**config.mk**
```make
export PLATFORM = sky130hd
export DESIGN_NAME = collision_ctrl
export DESIGN_NICKNAME = d
export VERILOG_FILES = /design/src/rtl/game_pkg.sv /design/src/rtl/box_overlap.sv /design/src/rtl/collision_ctrl.sv
export SDC_FILE = /design/constraint.sdc
export NUM_CORES = 1
export LEC_CHECK = 0
export CAP_MARGIN = 25
export CORE_MARGIN = 4
export CORE_UTILIZATION = 44
export DETAILED_ROUTE_END_ITERATION = 8
export GPL_ROUTABILITY_DRIVEN = 0
export PLACE_DENSITY = 0.78
export SLEW_MARGIN = 20
export SYNTH_ARGS = -nofsm -noshare
export SYNTH_HDL_FRONTEND = slang
export SYNTH_SLANG_ARGS = --single-unit
```
**constraint.sdc**
```tcl
create_clock -name i_clk -period 4.9 [get_ports i_clk]
set_clock_uncertainty 0.2 [all_clocks]
set_input_delay 0.98 -clock i_clk [delete_from_list [all_inputs] [get_ports i_clk]]
set_output_delay 0.98 -clock i_clk [all_outputs]
set_load 0.01 [all_outputs]
```
**src/rtl/game_pkg.sv**
```systemverilog
// Shared game definitions: FSM state encodings and screen coordinate width.
package game_pkg;
  localparam int COORD_W = 12;

  localparam logic [1:0] ST_IDLE = 2'd0;
  localparam logic [1:0] ST_PLAY = 2'd1;
  localparam logic [1:0] ST_HIT  = 2'd2;
  localparam logic [1:0] ST_OVER = 2'd3;
endpackage

```
**src/rtl/box_overlap.sv**
```systemverilog
// Combinational clamp of a wrapped obstacle box plus a strict AABB overlap test.
module box_overlap
  import game_pkg::*;
#(
  parameter int D_WIDTH = 640
) (
  input  logic [COORD_W-1:0] i_px1,
  input  logic [COORD_W-1:0] i_px2,
  input  logic [COORD_W-1:0] i_py1,
  input  logic [COORD_W-1:0] i_py2,
  input  logic [COORD_W-1:0] i_ox1,
  input  logic [COORD_W-1:0] i_ox2,
  input  logic [COORD_W-1:0] i_oy1,
  input  logic [COORD_W-1:0] i_oy2,
  output logic [COORD_W-1:0] o_eff_ox1,
  output logic [COORD_W-1:0] o_eff_ox2,
  output logic               o_overlap
);
  localparam logic [COORD_W-1:0] OX2_MAX = COORD_W'(D_WIDTH + 255);

  // A left edge that underflowed past 0 wraps to a huge value; pin it to 0.
  always_comb begin
    o_eff_ox1 = (i_ox1 > i_ox2) ? '0 : i_ox1;
    o_eff_ox2 = (i_ox2 > OX2_MAX) ? '0 : i_ox2;
    o_overlap = (i_px1 < o_eff_ox2) & (o_eff_ox1 < i_px2) &
                (i_py1 < i_oy2) & (i_oy1 < i_py2);
  end
endmodule

```
**src/rtl/collision_ctrl.sv**
```systemverilog
// Game control: per-frame collision debounce, obstacle pass scoring and game FSM,
// driving the obstacle animator's enable and reset.
module collision_ctrl
  import game_pkg::*;
#(
  parameter int D_WIDTH     = 640,
  parameter int HIT_FRAMES  = 2,
  parameter int OVER_FRAMES = 120,
  parameter int SCORE_W     = 8
) (
  input  logic               i_clk,
  input  logic               i_rst,
  input  logic               i_frame_stb,
  input  logic               i_start,
  input  logic [11:0]        i_px1,
  input  logic [11:0]        i_px2,
  input  logic [11:0]        i_py1,
  input  logic [11:0]        i_py2,
  input  logic [11:0]        i_ox1,
  input  logic [11:0]        i_ox2,
  input  logic [11:0]        i_oy1,
  input  logic [11:0]        i_oy2,
  output logic               o_animate,
  output logic               o_obs_rst,
  output logic               o_hit,
  output logic               o_game_over,
  output logic [SCORE_W-1:0] o_score,
  output logic [1:0]         o_state
);
  localparam logic [SCORE_W-1:0] SCORE_MAX = '1;
  localparam logic [3:0]         HIT_LAST  = 4'(HIT_FRAMES);
  localparam logic [7:0]         OVER_LAST = 8'(OVER_FRAMES);

  logic [1:0]         state_q, state_d;
  logic               start_prev_q, start_prev_d;
  logic [3:0]         hit_cnt_q, hit_cnt_d;
  logic [7:0]         frame_cnt_q, frame_cnt_d;
  logic [11:0]        prev_ox1_q, prev_ox1_d;
  logic [SCORE_W-1:0] score_q, score_d;
  logic               animate_q, animate_d;
  logic               obs_rst_q, obs_rst_d;
  logic               hit_q, hit_d;
  logic               over_q, over_d;

  logic [11:0] eff_ox1;
  logic [11:0] eff_ox2;
  logic        overlap;
  logic        start_rise;
  logic        pass;

  box_overlap #(.D_WIDTH(D_WIDTH)) u_box_overlap (
    .i_px1     (i_px1),
    .i_px2     (i_px2),
    .i_py1     (i_py1),
    .i_py2     (i_py2),
    .i_ox1     (i_ox1),
    .i_ox2     (i_ox2),
    .i_oy1     (i_oy1),
    .i_oy2     (i_oy2),
    .o_eff_ox1 (eff_ox1),
    .o_eff_ox2 (eff_ox2),
    .o_overlap (overlap)
  );

  assign start_rise = i_start & ~start_prev_q;
  // The obstacle's left edge just crossed the player's right edge this frame.
  assign pass = (prev_ox1_q <= i_px2) & (eff_ox1 > i_px2);

  always_comb begin
    state_d      = state_q;
    start_prev_d = i_start;
    hit_cnt_d    = hit_cnt_q;
    frame_cnt_d  = frame_cnt_q;
    prev_ox1_d   = prev_ox1_q;
    score_d      = score_q;
    obs_rst_d    = 1'b0;

    case (state_q)
      ST_IDLE, ST_OVER: begin
        if (start_rise) begin
          state_d    = ST_PLAY;
          obs_rst_d  = 1'b1;
          score_d    = '0;
          hit_cnt_d  = '0;
          prev_ox1_d = eff_ox1;
        end
      end
      ST_PLAY: begin
        if (i_frame_stb) begin
          prev_ox1_d = eff_ox1;
          if (overlap) begin
            hit_cnt_d = hit_cnt_q + 4'd1;
            if (hit_cnt_q + 4'd1 == HIT_LAST) begin
              state_d     = ST_HIT;
              frame_cnt_d = '0;
            end
          end else begin
            hit_cnt_d = '0;
            if (pass && (score_q != SCORE_MAX)) score_d = score_q + 1'b1;
          end
        end
      end
      ST_HIT: begin
        if (i_frame_stb) begin
          if (frame_cnt_q + 8'd1 == OVER_LAST) state_d = ST_OVER;
          else frame_cnt_d = frame_cnt_q + 8'd1;
        end
      end
      default: state_d = ST_IDLE;
    endcase

    animate_d = (state_d == ST_PLAY);
    hit_d     = (state_d == ST_HIT);
    over_d    = (state_d == ST_OVER);
  end

  always_ff @(posedge i_clk) begin
    if (i_rst) begin
      state_q      <= ST_IDLE;
      start_prev_q <= 1'b1;
      hit_cnt_q    <= '0;
      frame_cnt_q  <= '0;
      prev_ox1_q   <= '0;
      score_q      <= '0;
      animate_q    <= 1'b0;
      obs_rst_q    <= 1'b0;
      hit_q        <= 1'b0;
      over_q       <= 1'b0;
    end else begin
      state_q      <= state_d;
      start_prev_q <= start_prev_d;
      hit_cnt_q    <= hit_cnt_d;
      frame_cnt_q  <= frame_cnt_d;
      prev_ox1_q   <= prev_ox1_d;
      score_q      <= score_d;
      animate_q    <= animate_d;
      obs_rst_q    <= obs_rst_d;
      hit_q        <= hit_d;
      over_q       <= over_d;
    end
  end

  assign o_state     = state_q;
  assign o_score     = score_q;
  assign o_animate   = animate_q;
  assign o_obs_rst   = obs_rst_q;
  assign o_hit       = hit_q;
  assign o_game_over = over_q;
endmodule

```
==> run metrics <==
r2r setup slk 1.42 ns; CTS Buf Count 5; grt ovf 0; Die Height 101.5 µm; Setup crit end kind flip-flop; largest net degree at the start of global routing 25; initial antenna violation count 0; max cap viols 0; status complete, no violations; GR met3 Demand/Resource 4.339%; ANT cells 0; HPWL after detailed placement 9098 µm; crit-path cells clkdlybuf4s50_1 > inv_1 > ha_1 > nand3_2 > nor2_2 > nand2_2 > o221ai_4 > o21ai_4 > and2_1 > ha_1 > nor2b_1 > o211ai_1 > a21oi_1 > or4_4 > nand4bb_4 > a211o_1 > a32o_1; final wirelength 11450 µm; pwr dens 177.6 nW/µm²; Synth Instances 479; TritonCTS clock tree built; Chip Width 101.5 µm; fin crit share 97.29%; top cells by area, synth ha_1 (24%), dfxtp_1 (20%), inv_1 (5.5%), nand2_1 (4.2%), a32o_1 (3.9%); Area growth, synth to finish 46.84%; synth unique cells 57; Post-DP Area 5269 µm²; Residual DRC 0; PortBufs 113; Detailed Route Iter0 Violations 246; Top Ports 114; Fmax achieved 0.2098 GHz; Clock Latency Late Sink 0.29 ns; fraction of registers with async set/reset 0%; wire length per cell 15.75 µm; dominant cell type by area after synthesis ha_1; share of layout cells above drive strength 1 13.67%; Worst VDD drop 0.1531 mV; post-synthesis sequential area ratio 20.30%; Tot GR Track Use 21.45%; CP max-delay cell or4_4; Max Slew Vio Count 0; critical path required time 4.88 ns; flip-flop and latch count after synthesis 39; met1 Resource Use GR 25.15%; Initial Utilization 46.11%; critical path type input pin to flip-flop; Hold WC Path Type flip-flop to flip-flop; Worst-path clk slew 0.07 ns; cts hold-fix bufs 0; global-route wire length before repair 18100 µm; post-synthesis area per instance 8.030 µm²; GR Layer Usage met2 39.39%; Cell Rows 33; Worst Max-Slew Pin Slew 0.9426 ns; Final Setup Violations 0; design area 5648 µm²; vias in the first global route 4084; Final Non-Filler Cells 727; Critical Path Most Common Cell ha_1; nets@finish 796; CTS Buffer Depth 2; Vias 4186; H-tree lvl count 2; P_leak 0.002523 µW; Fin. Hold Viols 0; startpoint types input pin; Buf/Inv on CP 2; total power draw 1003 µW; ANT nets after route 0; Num Clock Sinks 39; routed vias/inst 5.758; largest stage delay on the critical path 0.56 ns; CORE AREA 8341 µm²; Worst Path Arrival 4.75 ns; post-route minimum period 4.767 ns; CP Max Fanout 6; busiest grt layer met2; die area 10300 µm²; Post-Syn Area 3846 µm²; clk root buf clkbuf_8; number of synthesized flops with an enable pin 0; CP top delay family simple AND/OR/NAND/NOR gates; placed cells 710; Synth top area share 24.40%; yosys warns 0; predominant post-synthesis flop cell dfxtp_1; Rel. slew slack 37.16%; DR pass1 iterations 5
==> what timing repair did <==
item | CTS | global route
pin swaps | 3 | 16
cloned | 1 | 0
resized for setup | 9 | 38
setup buffers | 2 | 5
endpoints found under the setup margin | 17 | 25
==> per-stage QoR <==
step	util (%)	setup TNS, ns	worst slack (ns)	hold slack [ns]
final	67.72	0	0.1326	0.2810
after global routing	67.72	-0.3123	-0.04806	0.3132
after floorplan	-	0	0.01246	0.2419
after CTS	65.06	0	0.007506	0.2817
after detailed placement	63.17	-9.477	-0.5722	0.2640
after global placement	63.17	-4.943	-0.3638	0.2567
==> cell usage in the layout (no fill, tap or decap), types with 6 or more instances in the layout <==
master / n
a21o_1: 11
nor4_1: 6
o21ai_0: 11
nor2b_1: 6
clkdlybuf4s50_1: 102
nand2_1: 42
nand4_1: 15
ha_1: 70
and2_1: 13
and3_1: 9
buf_4: 35
inv_1: 53
a32o_1: 15
nor2_1: 14
a21oi_1: 24
or3_1: 9
nand3_1: 16
nand2b_1: 8
dlymetal6s2s_1: 11
dfxtp_1: 39
==> kinds of logic (layout without fill, tap and decap cells) <==
group                    Yosys count  count (layout)  share of synthesized area, %
other                              1               2                       0.09750
XOR/XNOR                           1               1                        0.2278
flip-flops                        39              39                         20.30
buffers and inverters             74             215                         7.352
AO/OA/AOI/OAI                    117             118                         22.28
multiplexers                       7               7                         1.952
adder cells (fa/ha/maj)           75              75                         24.40
AND/OR/NAND/NOR                  165             165                         23.39
==> path summary, 6_finish.rpt <==
path	startpoint	endpoint	cells past startpoint
worst max register to register	o_state[0]$_SDFF_PP0_	frame_cnt_q[7]$_SDFFE_PP0P_	8
worst min register to register	prev_ox1_q[7]$_SDFFE_PP0P_	prev_ox1_q[7]$_SDFFE_PP0P_	1
worst min-delay path	prev_ox1_q[7]$_SDFFE_PP0P_	prev_ox1_q[7]$_SDFFE_PP0P_	1
worst max-delay path	i_ox2[10]	frame_cnt_q[0]$_SDFFE_PP0P_	17
==> registers in the layout, indices dropped and copies added (netlist names) <==
name	cells
frame_cnt_q	8
hit_cnt_q	4
o_animate	1
o_game_over	1
o_hit	1
o_obs_rst	1
o_score	8
o_state	2
prev_ox1_q	12
start_prev_q	1
==> cell type report <==
| class | count | area, µm² |
|---|---|---|
| timing repair buffer | 151 | 1455 |
| multi-input combinational | 368 | 2985 |
| inverter | 56 | 210.2 |
| tap | 105 | 131.4 |
| sequential | 39 | 780.7 |
| clock inverter | 2 | 12.51 |
| clock buffer | 6 | 72.57 |
| fill | 641 | 2693 |
==> power breakdown <==
part / switching [µW] / internal, µW / leakage [µW]
logic: 215 / 223 / 0.00217
clock network: 121 / 99.7 / 0.0000412
registers: 10.7 / 334 / 0.000316
==> synthesized netlist by cell type, drive strengths merged (5+ instances only) <==
master / count
and3: 9
inv: 56
nand2b: 8
or3: 9
a31oi: 6
a32o: 15
o211ai: 5
nor2b: 6
ha: 75
a21o: 11
a211oi: 5
a2111oi: 5
nand4: 15
nand3: 18
and2: 16
nand2: 43
o21ai: 14
a21oi: 29
nor4: 6
nor2: 15
clkbuf: 15
dfxtp: 39
==> layer usage <==
metal	part of all wire, %	vias to the layer above
met5	0	-
met4	1.7	0
met3	7.1	21
met2	50	161
met1	41	1950
li1	-	2054
Note: power is estimated with default switching activity, not from simulation.
